--- src/rtl/i2s_rx_deser_if.sv ---
// Bundle between the I2S capture front-end and its surroundings: the raw serial pins
// and the capture enable on one side, and the packed stereo word with its strobes on the other.
interface i2s_rx_deser_if #(
    parameter int DATA_W = 16
);
    logic                  enable;
    logic                  bclk;
    logic                  lrck;
    logic                  sdata;
    logic [2*DATA_W-1:0]   audio_out;
    logic                  valid_out;
    logic                  frame_err;

    // master: the deserialiser, which owns the packed output word
    modport master (
        input  enable, bclk, lrck, sdata,
        output audio_out, valid_out, frame_err
    );

    // slave: the ADC/serial side that feeds pins and consumes the frames
    modport slave (
        output enable, bclk, lrck, sdata,
        input  audio_out, valid_out, frame_err
    );
endinterface

--- src/rtl/i2s_rx_deser.sv ---
// Philips I2S receiver: oversamples BCLK/LRCK/SDATA in the clk domain and packs one
// {left, right} word per frame with a one-cycle valid strobe and a short-word error strobe.
module i2s_rx_deser #(
    parameter int DATA_W = 16
) (
    input  logic           clk,
    input  logic           rst_n,
    i2s_rx_deser_if.master bus
);
    localparam int                 CNT_W    = $clog2(DATA_W + 1);
    localparam logic [CNT_W-1:0]   CNT_FULL = CNT_W'(DATA_W);

    // Two-flop synchronisers; bit 0 = bclk, bit 1 = lrck, bit 2 = sdata
    logic [2:0] pin_raw;
    wire  [2:0] pin_s2;

    assign pin_raw = {bus.sdata, bus.lrck, bus.bclk};

    genvar gi;
    generate
        for (gi = 0; gi < 3; gi++) begin : g_sync
            logic s1_reg;
            logic s2_reg;
            always_ff @(posedge clk or negedge rst_n) begin
                if (!rst_n) begin
                    s1_reg <= 1'b0;
                    s2_reg <= 1'b0;
                end else begin
                    s1_reg <= pin_raw[gi];
                    s2_reg <= s1_reg;
                end
            end
            assign pin_s2[gi] = s2_reg;
        end
    endgenerate

    logic bclk_s2;
    logic lrck_s2;
    logic sdata_s2;
    logic bclk_s3_reg;
    logic rise;

    assign bclk_s2  = pin_s2[0];
    assign lrck_s2  = pin_s2[1];
    assign sdata_s2 = pin_s2[2];
    assign rise     = bclk_s2 & ~bclk_s3_reg;

    logic                  lr_prev_reg,   lr_prev_next;
    logic [CNT_W-1:0]      bit_cnt_reg,   bit_cnt_next;
    logic [DATA_W-1:0]     shreg_reg,     shreg_next;
    logic [DATA_W-1:0]     left_hold_reg, left_hold_next;
    logic                  left_ok_reg,   left_ok_next;
    logic                  synced_reg,    synced_next;
    logic [2*DATA_W-1:0]   audio_reg,     audio_next;
    logic                  valid_reg,     valid_next;
    logic                  err_reg,       err_next;

    // Candidate shift for this rise; bits past DATA_W are dropped so long words truncate
    logic                  shift_ok;
    logic [DATA_W-1:0]     shreg_shift;
    logic [CNT_W-1:0]      cnt_shift;

    always_comb begin
        shift_ok    = (bit_cnt_reg < CNT_FULL);
        shreg_shift = shreg_reg;
        cnt_shift   = bit_cnt_reg;
        if (shift_ok) begin
            shreg_shift = {shreg_reg[DATA_W-2:0], sdata_s2};
            cnt_shift   = bit_cnt_reg + CNT_W'(1);
        end
    end

    always_comb begin
        lr_prev_next   = lr_prev_reg;
        bit_cnt_next   = bit_cnt_reg;
        shreg_next     = shreg_reg;
        left_hold_next = left_hold_reg;
        left_ok_next   = left_ok_reg;
        synced_next    = synced_reg;
        audio_next     = audio_reg;
        valid_next     = 1'b0;
        err_next       = 1'b0;

        if (!bus.enable) begin
            // Tracking lr_prev here keeps the enable edge from looking like a word boundary
            bit_cnt_next = '0;
            shreg_next   = '0;
            left_ok_next = 1'b0;
            synced_next  = 1'b0;
            lr_prev_next = lrck_s2;
        end else if (rise) begin
            if (lrck_s2 == lr_prev_reg) begin
                shreg_next   = shreg_shift;
                bit_cnt_next = cnt_shift;
            end else begin
                // Boundary rise still carries the outgoing channel's LSB slot
                if (!synced_reg) begin
                    synced_next = 1'b1;
                end else if (cnt_shift < CNT_FULL) begin
                    err_next     = 1'b1;
                    left_ok_next = 1'b0;
                end else if (!lr_prev_reg) begin
                    left_hold_next = shreg_shift;
                    left_ok_next   = 1'b1;
                end else begin
                    if (left_ok_reg) begin
                        audio_next = {left_hold_reg, shreg_shift};
                        valid_next = 1'b1;
                    end
                    left_ok_next = 1'b0;
                end
                bit_cnt_next = '0;
                shreg_next   = '0;
                lr_prev_next = lrck_s2;
            end
        end
    end

    always_ff @(posedge clk or negedge rst_n) begin
        if (!rst_n) begin
            bclk_s3_reg   <= 1'b0;
            lr_prev_reg   <= 1'b0;
            bit_cnt_reg   <= '0;
            shreg_reg     <= '0;
            left_hold_reg <= '0;
            left_ok_reg   <= 1'b0;
            synced_reg    <= 1'b0;
            audio_reg     <= '0;
            valid_reg     <= 1'b0;
            err_reg       <= 1'b0;
        end else begin
            bclk_s3_reg   <= bclk_s2;
            lr_prev_reg   <= lr_prev_next;
            bit_cnt_reg   <= bit_cnt_next;
            shreg_reg     <= shreg_next;
            left_hold_reg <= left_hold_next;
            left_ok_reg   <= left_ok_next;
            synced_reg    <= synced_next;
            audio_reg     <= audio_next;
            valid_reg     <= valid_next;
            err_reg       <= err_next;
        end
    end

    assign bus.audio_out = audio_reg;
    assign bus.valid_out = valid_reg;
    assign bus.frame_err = err_reg;

endmodule

--- src/flat_wrapper.sv ---
// flat-port wrapper written by rule: the top's interface ports become plain ports
module i2s_rx_deser_flat 
#(
    parameter int DATA_W = 16
)
  (clk, rst_n, bus_enable, bus_bclk, bus_lrck, bus_sdata, bus_audio_out, bus_valid_out, bus_frame_err);
  i2s_rx_deser_if #(.DATA_W(DATA_W)) bus_i ();
  input  logic clk;
  input  logic rst_n;
  input wire logic [$bits(bus_i.enable)-1:0] bus_enable;
  input wire logic [$bits(bus_i.bclk)-1:0] bus_bclk;
  input wire logic [$bits(bus_i.lrck)-1:0] bus_lrck;
  input wire logic [$bits(bus_i.sdata)-1:0] bus_sdata;
  output wire logic [$bits(bus_i.audio_out)-1:0] bus_audio_out;
  output wire logic [$bits(bus_i.valid_out)-1:0] bus_valid_out;
  output wire logic [$bits(bus_i.frame_err)-1:0] bus_frame_err;
  assign bus_i.enable = bus_enable;
  assign bus_i.bclk = bus_bclk;
  assign bus_i.lrck = bus_lrck;
  assign bus_i.sdata = bus_sdata;
  assign bus_audio_out = bus_i.audio_out;
  assign bus_valid_out = bus_i.valid_out;
  assign bus_frame_err = bus_i.frame_err;
  i2s_rx_deser #(.DATA_W(DATA_W)) u_core (.clk(clk), .rst_n(rst_n), .bus(bus_i));
endmodule
--- config.mk ---
export PLATFORM = sky130hd
export DESIGN_NAME = i2s_rx_deser_flat
export DESIGN_NICKNAME = d
export VERILOG_FILES = /design/src/rtl/i2s_rx_deser_if.sv /design/src/rtl/i2s_rx_deser.sv /design/src/flat_wrapper.sv
export SDC_FILE = /design/constraint.sdc
export NUM_CORES = 1
export LEC_CHECK = 0
export ABC_AREA = 1
export CELL_PAD_IN_SITES_DETAIL_PLACEMENT = 1
export CELL_PAD_IN_SITES_GLOBAL_PLACEMENT = 2
export CORE_ASPECT_RATIO = 0.7
export CORE_MARGIN = 3
export CORE_UTILIZATION = 25
export CTS_CLUSTER_DIAMETER = 100
export DETAILED_ROUTE_END_ITERATION = 16
export HOLD_SLACK_MARGIN = 0.08
export PLACE_DENSITY = 0.7
export SETUP_SLACK_MARGIN = 0.3
export SKIP_LAST_GASP = 1
export SYNTH_ARGS = -nofsm -noshare
export SYNTH_HDL_FRONTEND = slang
export SYNTH_SLANG_ARGS = --single-unit
--- constraint.sdc ---
create_clock -name clk -period 1.7 [get_ports clk]
set_clock_uncertainty 0.1 [all_clocks]
set_input_delay 0.255 -clock clk [delete_from_list [all_inputs] [get_ports clk]]
set_output_delay 0.255 -clock clk [all_outputs]
set_load 0.05 [all_outputs]
* Word level (Yosys, flattened, before mapping)
Cells that the tools add are included.
Storage, ports and cells: register bits after elaboration 81, input port bits 6, output and inout port bits 34, logic and storage cells 64
Cells by class: add/sub/neg operators 1, magnitude comparators 2, eq/ne operators 4, muxes and demuxes 32, bitwise operators 5, reduce and logical (&&, ||, !) cells 4
Operator list (number):
- two-way mux 16 bit | 4
- two-way mux 1 bit | 24
- two-way mux 5 bit | 4
- < comparator 5 bit, second input constant | 2
- AND reduction 7 bit | 1
- AND reduction 6 bit | 1
- adder 5 x 1 -> 5 bit, second input constant | 1
- inequality test 2 x 1 -> 1 bit, second input constant | 2
- inverter 1 bit | 4
- AND reduction 3 bit | 1
- inequality test 2 bit, second input constant | 1
- AND reduction 2 bit | 1
- AND 1 bit | 1
- equality test 1 bit | 1

* Logic depth before layout (Yosys ltp)
Gate-level depths: netlist of the first run.
depth after elaboration 8, depth in mapped cells 8, gate-level depth less buffers 7

* Worst setup path after synthesis of the first run
No wires, ideal clock.
path kind reg2reg, start point reg u_core.bit_cnt_reg[0], end point reg u_core.left_hold_reg[10], library setup time 0.121 ns, arrival 1.265 ns, path slack 0.214 ns, cell stages (with the launch flop) 9, path buffers 1, clock period less this slack 1.486 ns, cell sequence dfrtp_1 ha_1 nand3_1 nand2_2 nand2_2 inv_2 buf_4 nand3_1 nand2_1
Between the ends: cells in the longest elaborated chain, start to end 5, elaborated cells on any way between the ends 7
Ends and longest elaborated chain:
- start: declaration | RTL line i2s_rx_deser.sv:49 | logic [CNT_W-1:0] bit_cnt_reg, bit_cnt_next;
- start signal: assignment | RTL line i2s_rx_deser.sv:134 | bit_cnt_reg <= bit_cnt_next;
- adder 5 x 1 -> 5 bit or < comparator 5 bit (tied branches) | RTL line i2s_rx_deser.sv:69, i2s_rx_deser.sv:64
- two-way mux 5 bit | RTL line i2s_rx_deser.sv:67 | if (shift_ok) begin
- < comparator 5 bit | RTL line i2s_rx_deser.sv:99 | end else if (cnt_shift < CNT_FULL) begin
- inverter 1 bit (no source line)
- AND reduction 6 bit (no source line)
- end signal: assignment | RTL line i2s_rx_deser.sv:136 | left_hold_reg <= left_hold_next;
- end: declaration | RTL line i2s_rx_deser.sv:51 | logic [DATA_W-1:0] left_hold_reg, left_hold_next;
Several ways; a longest one is shown, not always the timed one. A chain may end at the register's enable or synchronous reset.

* Worst setup path in the final report of the first run
start point reg u_core.bit_cnt_reg[0], end point reg u_core.audio_reg[26] (netlist: u_core.bus.audio_out[26])
Between the ends: cells in the longest elaborated chain, start to end 5, elaborated cells on any way between the ends 6
Ends and longest elaborated chain:
- adder 5 x 1 -> 5 bit or < comparator 5 bit (tied branches) | RTL line i2s_rx_deser.sv:69, i2s_rx_deser.sv:64
- two-way mux 5 bit (*) | RTL line i2s_rx_deser.sv:67
- < comparator 5 bit (*) | RTL line i2s_rx_deser.sv:99
- inverter 1 bit (no source line) (*)
- AND reduction 7 bit (no source line) (*)
- end signal: assignment | RTL line i2s_rx_deser.sv:139 | audio_reg <= audio_next;
- end: declaration | RTL line i2s_rx_deser.sv:54 | logic [2*DATA_W-1:0] audio_reg, audio_next;
Mark *: on every way between the ends. The rest lies on a longest branch, timed or not.

==> impl_metrics.py, run 1 <==
metrics = {
    "outcome": {
        "run_status": "finished, final reports clean",
    },
    "routing": {
        "detailedRoute.firstIterationViolations": 134,
        "drt_drc_violations_left": 0,
        "post_drt_via_cell_ratio": 4.49,
        "ant_nets": 0,
        "drt-pass1-iter-count": 4,
        "total_via_count_after_detailed_routing": 3254,
        "route.final.wire_length_um": 12200,
        "wl_per_cell_um": 16.9,
    },
    "synth": {
        "synth.top_cells.by_area": "sky130_fd_sc_hd__dfrtp_1 53%, sky130_fd_sc_hd__nand2_1 16%, sky130_fd_sc_hd__o21bai_1 9.4%",
        "synthesis.instances": 459,
        "synth.avg_cell_area_um2": 8.33,
        "synth.net_count": 466,
        "fraction_of_the_mapped_netlist_area_in_adder_cells_pct": 0.327,
        "synth_xor_area_share_pct": 0.229,
        "synth_area_mm2": 0.00382,
        "yosysUniqueCellTypes": 21,
        "synth_top_area_cell": "sky130_fd_sc_hd__dfrtp_1",
        "mux_share_of_post_synthesis_cell_area_pct": 0,
        "sequential_share_of_the_synthesized_area_pct": 53.0,
        "synth.top_cell.area_share_pct": 53.0,
        "ys_seq_elements": 81,
        "synth-warning-count": 0,
        "compound_cell_area_share_of_the_yosys_netlist_pct": 10.5,
        "synth_simple_gate_area_share_pct": 25.6,
        "dominant_combinational_cell_family_by_area_after_synthesis": "simple AND/OR/NAND/NOR gates",
    },
    "finish": {
        "antenna-diode-count": 0,
        "syn_to_final_growth_pct": 38.5,
        "final_core_utilization_pct": 35.7,
        "fillers": 1698,
        "layout.cells.most_common": "sky130_fd_sc_hd__nand2_1",
        "sequential_cell_area_mm2": 0.00203,
        "final_cell_mix": "160 x sky130_fd_sc_hd__nand2_1, 81 x sky130_fd_sc_hd__dfrtp_1, 60 x sky130_fd_sc_hd__inv_1, 50 x sky130_fd_sc_hd__nand3_1",
        "num-nets-final": 532,
        "final_cells": 725,
        "largest_register_ff_count": 32,
        "final_layout_size_suffix_gt1_share_pct": 21.1,
        "multi_input_area_mm2": 0.00152,
    },
    "setup_path": {
        "type_of_the_worst_setup_path": "register to register",
        "timing.critical_path.from_type": "register",
        "critical-path-top-cell-by-count": "sky130_fd_sc_hd__nand2_8",
        "worstPathArrival_ns": 1.64,
        "worstSetupEndpointType": "register",
        "standard_cell_with_the_maximum_stage_delay_on_the_critical_path": "sky130_fd_sc_hd__dfrtp_1",
        "worst_ep_required_time_ns": 1.82,
        "critical_path.cell_chain": "ha_4, nand3_4, nand2_8, nand2_8, inv_8, buf_12, nand3_1, nand2_1",
        "critical-path-max-stage-delay_ns": 0.41,
        "largest_fanout_on_the_critical_path": 13,
    },
    "timing": {
        "report.final.hold_viol_count": 0,
        "timing.final.ws_setup_ns": 0.181,
        "hold_slack_ns": 0.250,
        "setup_repair_after_global_routing_missed_its_margin": "true",
        "finalSetupViolations": 0,
        "tightestPinTransition_ns": 0.441,
        "slew_viol_final": 0,
        "slew_headroom_pct": 70.3,
        "fin_crit_ns": 1.52,
        "fin_crit_sh_pct": 89.4,
        "maxClockFrequency_mhz": 658,
    },
    "global_routing": {
        "sum_of_overflow_across_all_layers_after_global_routing": 0,
        "global_route_wire_length_before_repair_um": 18300,
        "grt_most_used_layer": "met2",
        "use_met2_pct": 21.8,
        "grtUsageMet1_pct": 19.4,
        "grtUsageTotal_pct": 13.8,
        "initial_antenna_violation_count": 0,
        "first_global_vias": 3393,
        "largest_net_degree_at_the_start_of_global_routing": 44,
        "globalRouteMet3Util_pct": 2.99,
    },
    "place": {
        "placement.setup.worst_slack_ns": -0.000344,
        "finalWeightedCongestion": 0.782,
        "place.port_buffers": 39,
        "cell_count_after_placement": 686,
        "dp_hpwl_um": 6910,
    },
    "pwr": {
        "power.density_mw_per_mm2": 816,
        "vdd_ir_drop_max_uv": 360,
        "leakagePower_uw": 0.00258,
    },
    "clock_tree": {
        "clock_tree_sinks": 81,
        "clk_path_buf_depth": 2,
        "cts_tree": "done",
        "root_buffer": "sky130_fd_sc_hd__clkbuf_16",
        "clk_pin_slew_worst_paths_ns": 0.06,
        "worst_skew_pair.late_latency_ns": 0.34,
        "cts_htree_levels": 3,
        "cts_buffers": 9,
    },
    "floorplanning": {
        "die_height_um": 109,
        "starting_density_pct": 25.8,
        "fp.dieArea_mm2": 0.0168,
        "ios": 40,
        "core_area_mm2": 0.0148,
        "placement_rows": 37,
        "die-width_um": 154,
    },
    "hold_path": {
        "holdCritPathClass": "input pin to async pin",
    },
    "flow_run": {
        "max_cap_violations": 0,
    },
}
[critical path: cells and delay by family, from the launching register on]
family,cells,cell delay [ns]
buffers and inverters,2,0.21
adder cells (fa/ha/maj),1,0.18
flip-flops,1,0.41
AND/OR/NAND/NOR,5,0.49
[layer usage]
metal	vias up	wire length [µm]
met3	12	449
met5	-	0
met2	50	5360
met1	1627	6280
li1	1565	-
met4	0	131
[through the flow]
step	power (µW)	cell area (µm²)	setup TNS, ns
after CTS	4360	4960	0
after global placement	2160	4460	0
after global routing	4490	5300	0
after detailed placement	2160	4460	-0.000344
final	4320	5300	0
after floorplan	2060	3850	0
[synthesized netlist by cell type, drive strengths merged]
cell type	instances
o21ai	6
o21bai	48
nor2	6
ha	1
nand3b	1
xor2	1
nand2	167
buf	24
nand3	57
a21boi	1
inv	65
dfrtp	81
a21oi	1
[power by group]
group | internal [µW] | leakage (µW) | total [µW] | switching [µW]
combinational | 82.0 | 0.00156 | 212 | 130
clock | 1330 | 0.000153 | 2140 | 813
sequential | 1950 | 0.000861 | 1960 | 16.1
[cell families (layout without fill, tap and decap cells)]
kind of cell,Yosys count,in the layout
buf+inv,89,160
flops,81,81
fa+ha+maj,1,1
xor+xnor,1,1
compound gates,56,56
simple gates,231,231
[layout make-up]
| type | instances | share of cell area, % |
|---|---|---|
| Clock inverter | 4 | 1.44 |
| Clock buffer | 12 | 4.66 |
| Multi-Input combinational cell | 289 | 28.7 |
| Inverter | 65 | 4.84 |
| Tap cell | 195 | 4.61 |
| Timing Repair Buffer | 79 | 17.5 |
| Sequential cell | 81 | 38.3 |
[path summary, 6_finish.rpt]
path,slack (ns),startpoint,depth (start not counted),to
worst max-delay path,0.18,u_core.bit_cnt_reg[0]$_DFFE_PN0P_,8,u_core.bus.audio_out[26]$_DFFE_PN0P_
worst min-delay path,0.25,rst_n,2,u_core.bus.valid_out$_DFF_PN0_
worst max register to register,0.18,u_core.bit_cnt_reg[0]$_DFFE_PN0P_,8,u_core.bus.audio_out[26]$_DFFE_PN0P_
worst min register to register,0.25,u_core.g_sync[0].s1_reg$_DFF_PN0_,0,u_core.bclk_s2$_DFF_PN0_
max in group asynchronous,0.69,rst_n,3,u_core.shreg_reg[10]$_DFFE_PN0N_
min in group clk,0.25,u_core.g_sync[0].s1_reg$_DFF_PN0_,0,u_core.bclk_s2$_DFF_PN0_
[repair_timing]
action,CTS,global route
cloned,3,9
gates resized for setup,15,19
buffers inserted,4,6
setup endpoints to repair,50,70
endpoints found under the hold margin,81,0
pin swaps,3,18
hold buffers,1,0
(Power assumes the default switching activity.)
==> inputs of run 2 (changes only) <==
--- a/config.mk
+++ b/config.mk
@@ -5,7 +5,6 @@
 export SDC_FILE = /design/constraint.sdc
 export NUM_CORES = 1
 export LEC_CHECK = 0
-export ABC_AREA = 1
 export CELL_PAD_IN_SITES_DETAIL_PLACEMENT = 1
 export CELL_PAD_IN_SITES_GLOBAL_PLACEMENT = 2
 export CORE_ASPECT_RATIO = 0.7
@@ -14,7 +13,7 @@
 export CTS_CLUSTER_DIAMETER = 100
 export DETAILED_ROUTE_END_ITERATION = 16
 export HOLD_SLACK_MARGIN = 0.08
-export PLACE_DENSITY = 0.7
+export PLACE_DENSITY = 0.63
 export SETUP_SLACK_MARGIN = 0.3
 export SKIP_LAST_GASP = 1
 export SYNTH_ARGS = -nofsm -noshare
==> run 2 against run 1 <==
Effect of this change: the flow now finishes with violations (setup timing); synthesized cell count down 54%; critical path depth decreased by 3; combinational power fell by 5%; die area fell by 12%; count of clock-buffer cells in the layout decreased by 2; setup slack lost 0.30 ns; clock power is 6% higher; global-route usage is 1.9 points lower; register-to-register slack worse by 0.30 ns; fmax decreased by 16%; first-iteration DRC count decreased by 45%; synthesized area is 13% lower; critical endpoint is now u_core.bus.audio_out[24]$_DFFE_PN0P_.
==> impl_metrics.py, run 2 <==
metrics = {
    "floorplanning": {
        "fp.dieArea_mm2": 0.0148,
        "die_height_um": 103,
        "starting_density_pct": 26.2,
        "core_area_mm2": 0.0127,
        "placement_rows": 34,
        "ios": 40,
        "die-width_um": 144,
    },
    "clock_tree": {
        "cts_buffers": 9,
        "cts_htree_levels": 3,
        "root_buffer": "sky130_fd_sc_hd__clkbuf_16",
        "clk_pin_slew_worst_paths_ns": 0.06,
        "worst_skew_pair.late_latency_ns": 0.34,
        "cts_tree": "done",
        "clock_tree_sinks": 81,
        "clk_path_buf_depth": 2,
    },
    "synth": {
        "synth-edff-count": 0,
        "synth-warning-count": 0,
        "synth_xor_area_share_pct": 0.526,
        "mux_share_of_post_synthesis_cell_area_pct": 23.0,
        "synth.top_cell.area_share_pct": 60.8,
        "synth_area_mm2": 0.00333,
        "ys_async_sr_fraction_pct": 100,
        "synth.top_cells.by_area": "sky130_fd_sc_hd__dfrtp_1 61%, sky130_fd_sc_hd__mux2_2 19%, sky130_fd_sc_hd__a32o_1 5.1%",
        "ys_seq_elements": 81,
        "synthesis.instances": 211,
        "synth_top_area_cell": "sky130_fd_sc_hd__dfrtp_1",
        "synth_flop_cell": "sky130_fd_sc_hd__dfrtp_1",
        "yosysUniqueCellTypes": 37,
        "dominant_combinational_cell_family_by_area_after_synthesis": "multiplexers",
        "synth_top_cells_by_count": "81 x sky130_fd_sc_hd__dfrtp_1, 56 x sky130_fd_sc_hd__mux2_2, 17 x sky130_fd_sc_hd__a32o_1",
        "synth_most_common_cell": "sky130_fd_sc_hd__dfrtp_1",
        "synth_simple_gate_area_share_pct": 5.41,
        "compound_cell_area_share_of_the_yosys_netlist_pct": 7.32,
        "sequential_share_of_the_synthesized_area_pct": 60.8,
        "fraction_of_the_mapped_netlist_area_in_adder_cells_pct": 0.376,
        "synth.avg_cell_area_um2": 15.8,
        "synth.net_count": 218,
    },
    "place": {
        "dp_hpwl_um": 4800,
        "placement.setup.worst_slack_ns": -0.471,
        "finalWeightedCongestion": 0.756,
        "place.port_buffers": 39,
        "cell_count_after_placement": 422,
    },
    "timing": {
        "tightestPinTransition_ns": 0.341,
        "slew_viol_final": 0,
        "finalSetupViolations": 48,
        "setup_repair_after_global_routing_missed_its_margin": "true",
        "fin_crit_ns": 1.82,
        "slew_headroom_pct": 77.2,
        "fin_crit_sh_pct": 107,
        "report.final.hold_viol_count": 0,
        "timing.final.ws_setup_ns": -0.118,
        "maxClockFrequency_mhz": 550,
    },
    "global_routing": {
        "initial_antenna_violation_count": 0,
        "sum_of_overflow_across_all_layers_after_global_routing": 0,
        "largest_net_degree_at_the_start_of_global_routing": 36,
        "grtUsageTotal_pct": 11.9,
        "first_global_vias": 2260,
        "global_route_wire_length_before_repair_um": 13100,
    },
    "outcome": {
        "run_status": "finished, violations left",
        "failed_checks": "setup timing",
    },
    "hold_path": {
        "holdPathEnd": "u_core.g_sync[0].s1_reg$_DFF_PN0_",
        "hp-start": "bus_bclk",
        "hold_path_depth": 1,
        "holdCritPathClass": "input pin to register",
    },
    "routing": {
        "met3RoutedLength_um": 399,
        "top_layer": "met4",
        "wl_per_cell_um": 17.8,
        "post_drt_via_cell_ratio": 4.56,
        "ant_nets": 0,
        "drt-pass1-iter-count": 4,
        "route.final.wire_length_um": 8110,
        "wl_met2_um": 3480,
        "drt_drc_violations_left": 0,
        "detailedRoute.firstIterationViolations": 74,
        "total_via_count_after_detailed_routing": 2073,
        "detail_route.wirelength.met1_um": 4130,
    },
    "pwr": {
        "vdd_ir_drop_max_uv": 468,
        "power.density_mw_per_mm2": 916,
        "leakagePower_uw": 0.00228,
    },
    "setup_path": {
        "worst_ep_required_time_ns": 1.82,
        "rrSetupSlack_ns": -0.12,
        "rr_worst_depth": 5,
        "r2r_start": "u_core.bclk_s3_reg$_DFF_PN0_",
        "largest_fanout_on_the_critical_path": 15,
        "worstPathArrival_ns": 1.93,
        "type_of_the_worst_setup_path": "register to register",
        "worstSetupEndpointType": "register",
        "timing.critical_path.from_type": "register",
        "critical_path.reg2reg.endpoint": "u_core.bus.audio_out[24]$_DFFE_PN0P_",
    },
    "finish": {
        "final_layout_size_suffix_gt1_share_pct": 59.0,
        "num-nets-final": 295,
        "antenna-diode-count": 0,
        "fillers": 1282,
        "sequential_cell_area_mm2": 0.00203,
        "largest_register_ff_count": 32,
        "layout.cells.most_common": "sky130_fd_sc_hd__dfrtp_1",
        "final_cells": 455,
        "multi_input_area_mm2": 0.00149,
        "final_cell_mix": "78 x sky130_fd_sc_hd__dfrtp_1, 55 x sky130_fd_sc_hd__buf_4, 49 x sky130_fd_sc_hd__mux2_4, 16 x sky130_fd_sc_hd__a32o_1, 16 x sky130_fd_sc_hd__mux2_2",
        "syn_to_final_growth_pct": 45.1,
    },
    "flow_run": {
        "max_cap_violations": 0,
    },
}
-- run 2: cell count changes in the layout (fill, tap and decap cells not counted), sizes merged, moves of 17 or more --
| cell | before | now |
|---|---|---|
| nand2 | 167 | 3 |
| nand3 | 57 | 1 |
| mux2 | 0 | 65 |
| inv | 65 | 2 |
| a32o | 0 | 17 |
| o21bai | 48 | 0 |
-- run 2: worst max path at each step --
stage                                      startpoint  cells after the start                              endpoint
floorplan           u_core.bit_cnt_reg[1]$_DFFE_PN0P_                      5  u_core.left_hold_reg[10]$_DFFE_PN0P_
CTS                      u_core.bclk_s3_reg$_DFF_PN0_                      5  u_core.bus.audio_out[24]$_DFFE_PN0P_
global placement                           bus_enable                      5   u_core.bus.audio_out[8]$_DFFE_PN0P_
detailed placement                         bus_enable                      5  u_core.bus.audio_out[10]$_DFFE_PN0P_
finish                   u_core.bclk_s3_reg$_DFF_PN0_                      5  u_core.bus.audio_out[24]$_DFFE_PN0P_
global route             u_core.bclk_s3_reg$_DFF_PN0_                      5  u_core.bus.audio_out[14]$_DFFE_PN0P_
-- run 2: logic make-up after synthesis --
kind of cell               Yosys count
AOI/OAI and AO/OA                   26
xor gates and xnor gates             2
adders and majority gates            1
buffers and inverters               15
DFF                                 81
muxes                               65
and+or+nand+nor                     21
-- run 2: worst max-delay path, cell delays in order (launching register included) --
cell	delay [ns]
sky130_fd_sc_hd__dfrtp_1	0.38
sky130_fd_sc_hd__nand4b_1	0.26
sky130_fd_sc_hd__nor4_4	0.30
sky130_fd_sc_hd__buf_4	0.17
sky130_fd_sc_hd__buf_12	0.16
sky130_fd_sc_hd__mux2_4	0.31
-- run 2: power breakdown --
part,internal (µW),switching [µW],total [µW]
registers,1940,18.5,1960
clock network,1480,786,2270
logic,83.7,119,202
total,3510,923,4430
-- run 2: cell type report --
class / count / area share (%)
timing repair buffer: 77 / 15.5
clock inverter: 6 / 2.38
sequential: 81 / 42.0
clock buffer: 10 / 4.94
inverter: 2 / 0.155
tap: 162 / 4.19
multi-input combinational: 117 / 30.8
-- run 2: repair_timing --
action,CTS,global route
endpoints found under the setup margin,70,73
gates cloned,4,0
gates resized for setup,31,9
pin swaps,8,6
endpoints found under the hold margin,74,0
buffers inserted,12,0
hold buffers,1,0
-- run 2: per-stage QoR --
stage	cell area (µm²)	power [µW]	hold slack [ns]	TNS [ns]	utilization, %
final	4840	4430	0.252	-3.91	38.0
after CTS	4800	4520	0.238	-6.07	37.8
after detailed placement	4130	2160	0.0879	-26.40	32.5
after global routing	4840	4610	0.251	-7.28	38.0
after global placement	4130	2150	0.0851	-24.19	32.5
after floorplan	3530	2060	-0.141	-5.55	-
-- run 2: routing by layer --
| layer | global-route usage (%) | vias to the layer above |
|---|---|---|
| li1 | - | 940 |
| met1 | 16.8 | 1082 |
| met2 | 16.9 | 41 |
| met3 | 4.36 | 10 |
| met4 | 3.69 | 0 |
| met5 | 0 | - |
==> patch 1: new RTL, flow settings as in run 1 <==
`DATA_W` is set to 16 in 3 places; all go to 32.
--- a/src/rtl/i2s_rx_deser_if.sv
+++ b/src/rtl/i2s_rx_deser_if.sv
@@ -1,7 +1,7 @@
 // Bundle between the I2S capture front-end and its surroundings: the raw serial pins
 // and the capture enable on one side, and the packed stereo word with its strobes on the other.
 interface i2s_rx_deser_if #(
-    parameter int DATA_W = 16
+    parameter int DATA_W = 32
 );
     logic                  enable;
     logic                  bclk;
--- a/src/rtl/i2s_rx_deser.sv
+++ b/src/rtl/i2s_rx_deser.sv
@@ -1,7 +1,7 @@
 // Philips I2S receiver: oversamples BCLK/LRCK/SDATA in the clk domain and packs one
 // {left, right} word per frame with a one-cycle valid strobe and a short-word error strobe.
 module i2s_rx_deser #(
-    parameter int DATA_W = 16
+    parameter int DATA_W = 32
 ) (
     input  logic           clk,
     input  logic           rst_n,
--- a/src/flat_wrapper.sv
+++ b/src/flat_wrapper.sv
@@ -1,7 +1,7 @@
 // flat-port wrapper written by rule: the top's interface ports become plain ports
 module i2s_rx_deser_flat 
 #(
-    parameter int DATA_W = 16
+    parameter int DATA_W = 32
 )
   (clk, rst_n, bus_enable, bus_bclk, bus_lrck, bus_sdata, bus_audio_out, bus_valid_out, bus_frame_err);
   i2s_rx_deser_if #(.DATA_W(DATA_W)) bus_i ();
Ports: changed (resized bus_audio_out); port bits go from 40 to 72. The function was not compared with the original's and may differ.
==> patch 1 against run 1 <==
  * Sequential share of layout area shrank 2.2 points
  * Worst setup slack lost 0.16 ns
  * Critical path type unchanged
  * Fmax shrank 9.3%
  * Cell area grew 92%
  * Sequential cell count grew 65
  * Routed wire length grew 86%
  * Total power grew 81%
  * Area after synthesis grew 66%
==> patch 1: results <==
[timing]
max_freq_mhz = 597
setup_violations = 0
slew_headroom_pct = 69.4

[worst_setup_path]
crit_fanout = 14
worst_r2r_endpoint = u_core.bus.audio_out[51]$_DFFE_PN0P_
reg2reg_slack_ns = 0.03
r2r_start = u_core.g_sync[1].s2_reg$_DFF_PN0_
r2r_cells = 9
critPathArrivalTime_ns = 1.90

[global_route]
antenna_found_initial = 0
globalRouteTotalUtil_pct = 15.6
grt_first_pass_wirelength_um = 33300
grt_max_degree = 42
overflow = 0
grt_pass1_vias = 5563

[routing]
dr.pass1.iters = 5
vias = 5818
wl_met2_um = 9790
wire_per_inst_um = 18.9
met3_length_um = 1010
drt_iter0_drc = 336
drt-met1-wl_um = 11800
highest_layer = met4

[synth]
ys_warn_count = 0
netlist_top_cells_area = dfrtp_1, nand2_1, nand4_1
dominantRegCellSynth = dfrtp_1
ys_seq_area_share_pct = 57.7
synth_commonest_cells = nand2_1, dfrtp_1, nand4_1
synthArstFlopShare_pct = 100
synth_cell_types = 25
synthesis.nets = 723
avgSynthCellArea_um2 = 8.84

[clock_tree]
clk_pin_slew_worst_paths_ns = 0.06
htreeDepth = 4
cts-root-buf = clkbuf_16
ctsLongestPathBuffers = 2
numCtsBuffers = 17
clkLatencyLatePin_ns = 0.44

[cells_and_area]
largest_reg_flops = 64
stdcell_count = 1206
nets = 875
fill_cells = 2724
drive_above_1_share_pct = 42.9
diodes = 0

[outcome]
outcome = finished clean

[placed_design]
placed_cells = 1105
place_hpwl_um = 12500
pre_cts_slack_ns = -0.193
portBuffers = 71
place.gp.congestion = 0.708

[min_path]
min_path_cells = 1
hold_path_class = primary input to flop
holdPathEnd = u_core.g_sync[0].s1_reg$_DFF_PN0_
min_from = bus_bclk

[power]
power_leakage_uw = 0.00489
peakVddDrop_mv = 0.745
## patch 1: critical path: stages (launching register included)
cell and delay (ns):
dfrtp_1 0.41, nand2_2 0.11, nand3_4 0.09, nor2_4 0.13, buf_12 0.13, nand3_4 0.13
buf_6 0.16, buf_12 0.14, nand2_1 0.08, nand2_1 0.06
## patch 1: worst max path at each step
stage | from | end
after floorplan | u_core.lr_prev_reg$_DFFE_PN0P_ | u_core.bus.audio_out[10]$_DFFE_PN0P_
after global routing | u_core.g_sync[1].s2_reg$_DFF_PN0_ | u_core.bus.audio_out[27]$_DFFE_PN0P_
after detailed placement | bus_enable | u_core.bit_cnt_reg[1]$_DFFE_PN0P_
after global placement | bus_enable | u_core.bit_cnt_reg[4]$_DFFE_PN0P_
after CTS | u_core.lr_prev_reg$_DFFE_PN0P_ | u_core.bus.audio_out[35]$_DFFE_PN0P_
final | u_core.g_sync[1].s2_reg$_DFF_PN0_ | u_core.bus.audio_out[51]$_DFFE_PN0P_
## patch 1: final cells by class
class                      instances  share of cell area, %
multi-input combinational        465                   29.3
clock buffer                      22                   4.77
clock inverter                    10                   1.20
inverter                          43                   1.63
tap                              325                   4.01
timing repair buffer             195                   23.0
sequential                       146                   36.0
## patch 1: metal layers
layer / global-route usage [%] / vias up
met1: 25.3 / 2933
met4: 3.71 / 0
met3: 3.74 / 16
met5: 0 / -
met2: 20.4 / 105
li1: - / 2764
## patch 1: through the flow
stage	instance area [um2]	util, %	hold WS (ns)	power (uW)
floorplan	6380	-	-0.141	3680
global placement	7620	30.8	0.121	3890
detailed placement	7620	30.8	0.131	3890
CTS	8770	35.5	0.136	7870
global route	10100	41.0	0.132	8140
finish	10100	41.0	0.151	7830
## patch 1: logic make-up after synthesis
logic type,synth area share (%)
DFF,57.7
buffers and inverters,7.47
AOI/OAI and AO/OA,5.95
xor gates and xnor gates,0.138
adders and majority gates,0.198
and+or+nand+nor,28.5
## patch 1: timing repair
action	4_1_cts	5_1_grt
gates resized for setup	81	269
hold endpoints to repair	130	0
endpoints found under the setup margin	136	182
cloned	7	10
buffers inserted	16	35
pin swaps	5	25
hold buffers	1	0
## patch 1: power by group
part,total [uW],switching (uW),internal (uW)
registers,3500,12.7,3490
clock network,3920,1590,2330
logic,410,265,145
total,7830,1870,5970
==> patch 2: new RTL, settings of run 1 <==
Without the edit above. `shreg_reg` no longer has a reset.
--- a/src/rtl/i2s_rx_deser.sv
+++ b/src/rtl/i2s_rx_deser.sv
@@ -121,7 +121,6 @@
             bclk_s3_reg   <= 1'b0;
             lr_prev_reg   <= 1'b0;
             bit_cnt_reg   <= '0;
-            shreg_reg     <= '0;
             left_hold_reg <= '0;
             left_ok_reg   <= 1'b0;
             synced_reg    <= 1'b0;
@@ -132,7 +131,6 @@
             bclk_s3_reg   <= bclk_s2;
             lr_prev_reg   <= lr_prev_next;
             bit_cnt_reg   <= bit_cnt_next;
-            shreg_reg     <= shreg_next;
             left_hold_reg <= left_hold_next;
             left_ok_reg   <= left_ok_next;
             synced_reg    <= synced_next;
@@ -142,6 +140,10 @@
         end
     end
 
+    always_ff @(posedge clk) begin
+        shreg_reg <= shreg_next;
+    end
+
     assign bus.audio_out = audio_reg;
     assign bus.valid_out = valid_reg;
     assign bus.frame_err = err_reg;
Formal check against the unedited RTL: same outputs for any inputs over 4 cycles, from zero or initial values and one cycle with rst_n low; that may be too few to reach the edited logic, so the function may still have changed.
==> patch 2 against run 1 <==
  * Cell area is 5.2% lower
  * Total power increased by 2.2%
  * Sequential cell count did not move
  * Routed wire length is 14% lower
  * Clock power is 6% higher
  * Worst setup slack got worse by 0.015 ns
  * Area after synthesis down 12%
==> patch 2: results <==
[global_route]
globalRouteTotalUtil_pct = 13.4
grt_pass1_vias = 2728
grt_max_degree = 34
grtUsageMet2_pct = 19.0
met1_usage_pct = 20.1
grt_first_pass_wirelength_um = 15100

[cells_and_area]
nets = 451
nNonClkBuffers = 82
multiInputGateArea_um2 = 1450
drive_above_1_share_pct = 38.8

[worst_setup_path]
r2r_start = u_core.bit_cnt_reg[1]$_DFFE_PN0P_
crit_fanout = 8
reg2reg_slack_ns = 0.17
worstSetupStartpoint = u_core.bit_cnt_reg[1]$_DFFE_PN0P_

[synth]
synthAdderAreaFrac_pct = 0.372
synth_cell_types = 27
avgSynthCellArea_um2 = 9.02
synthArstFlopShare_pct = 80.2

[timing]
timing.hold.ws_ns = 0.246
timing.final.crit_share_pct = 90.3

[routing]
wl_met2_um = 4450
routed_via_density = 4.58
met3_length_um = 330
drt-met1-wl_um = 5540

[outcome]
outcome = finished clean

[placed_design]
place.gp.congestion = 0.757
place_hpwl_um = 6210

[min_path]
hold_path_class = flop to flop
==> patch 2: repair_timing <==
action,in CTS,in global routing
gates cloned,1,8
setup buffers,2,9
pin swaps,1,15
hold buffers,1,0
endpoints found under the setup margin,71,72
gates resized for setup,12,114
endpoints found under the hold margin,14,0
==> patch 2: kinds of logic (layout without fill, tap and decap cells) <==
| family | count (synthesis) | in the layout |
|---|---|---|
| and+or+nand+nor | 172 | 172 |
| DFF | 81 | 81 |
| buffers and inverters | 67 | 143 |
| AOI/OAI and AO/OA | 52 | 52 |
| adders and majority gates | 1 | 1 |
==> patch 2: power breakdown <==
| group | leakage (uW) | total [uW] | internal (uW) | switching [uW] |
|---|---|---|---|---|
| Sequential | 0.00102 | 1950 | 1940 | 11.1 |
| Combinational | 0.00117 | 203 | 72.2 | 131 |
| Clock | 0.000166 | 2260 | 1470 | 789 |
| Total | 0.00236 | 4410 | 3480 | 931 |
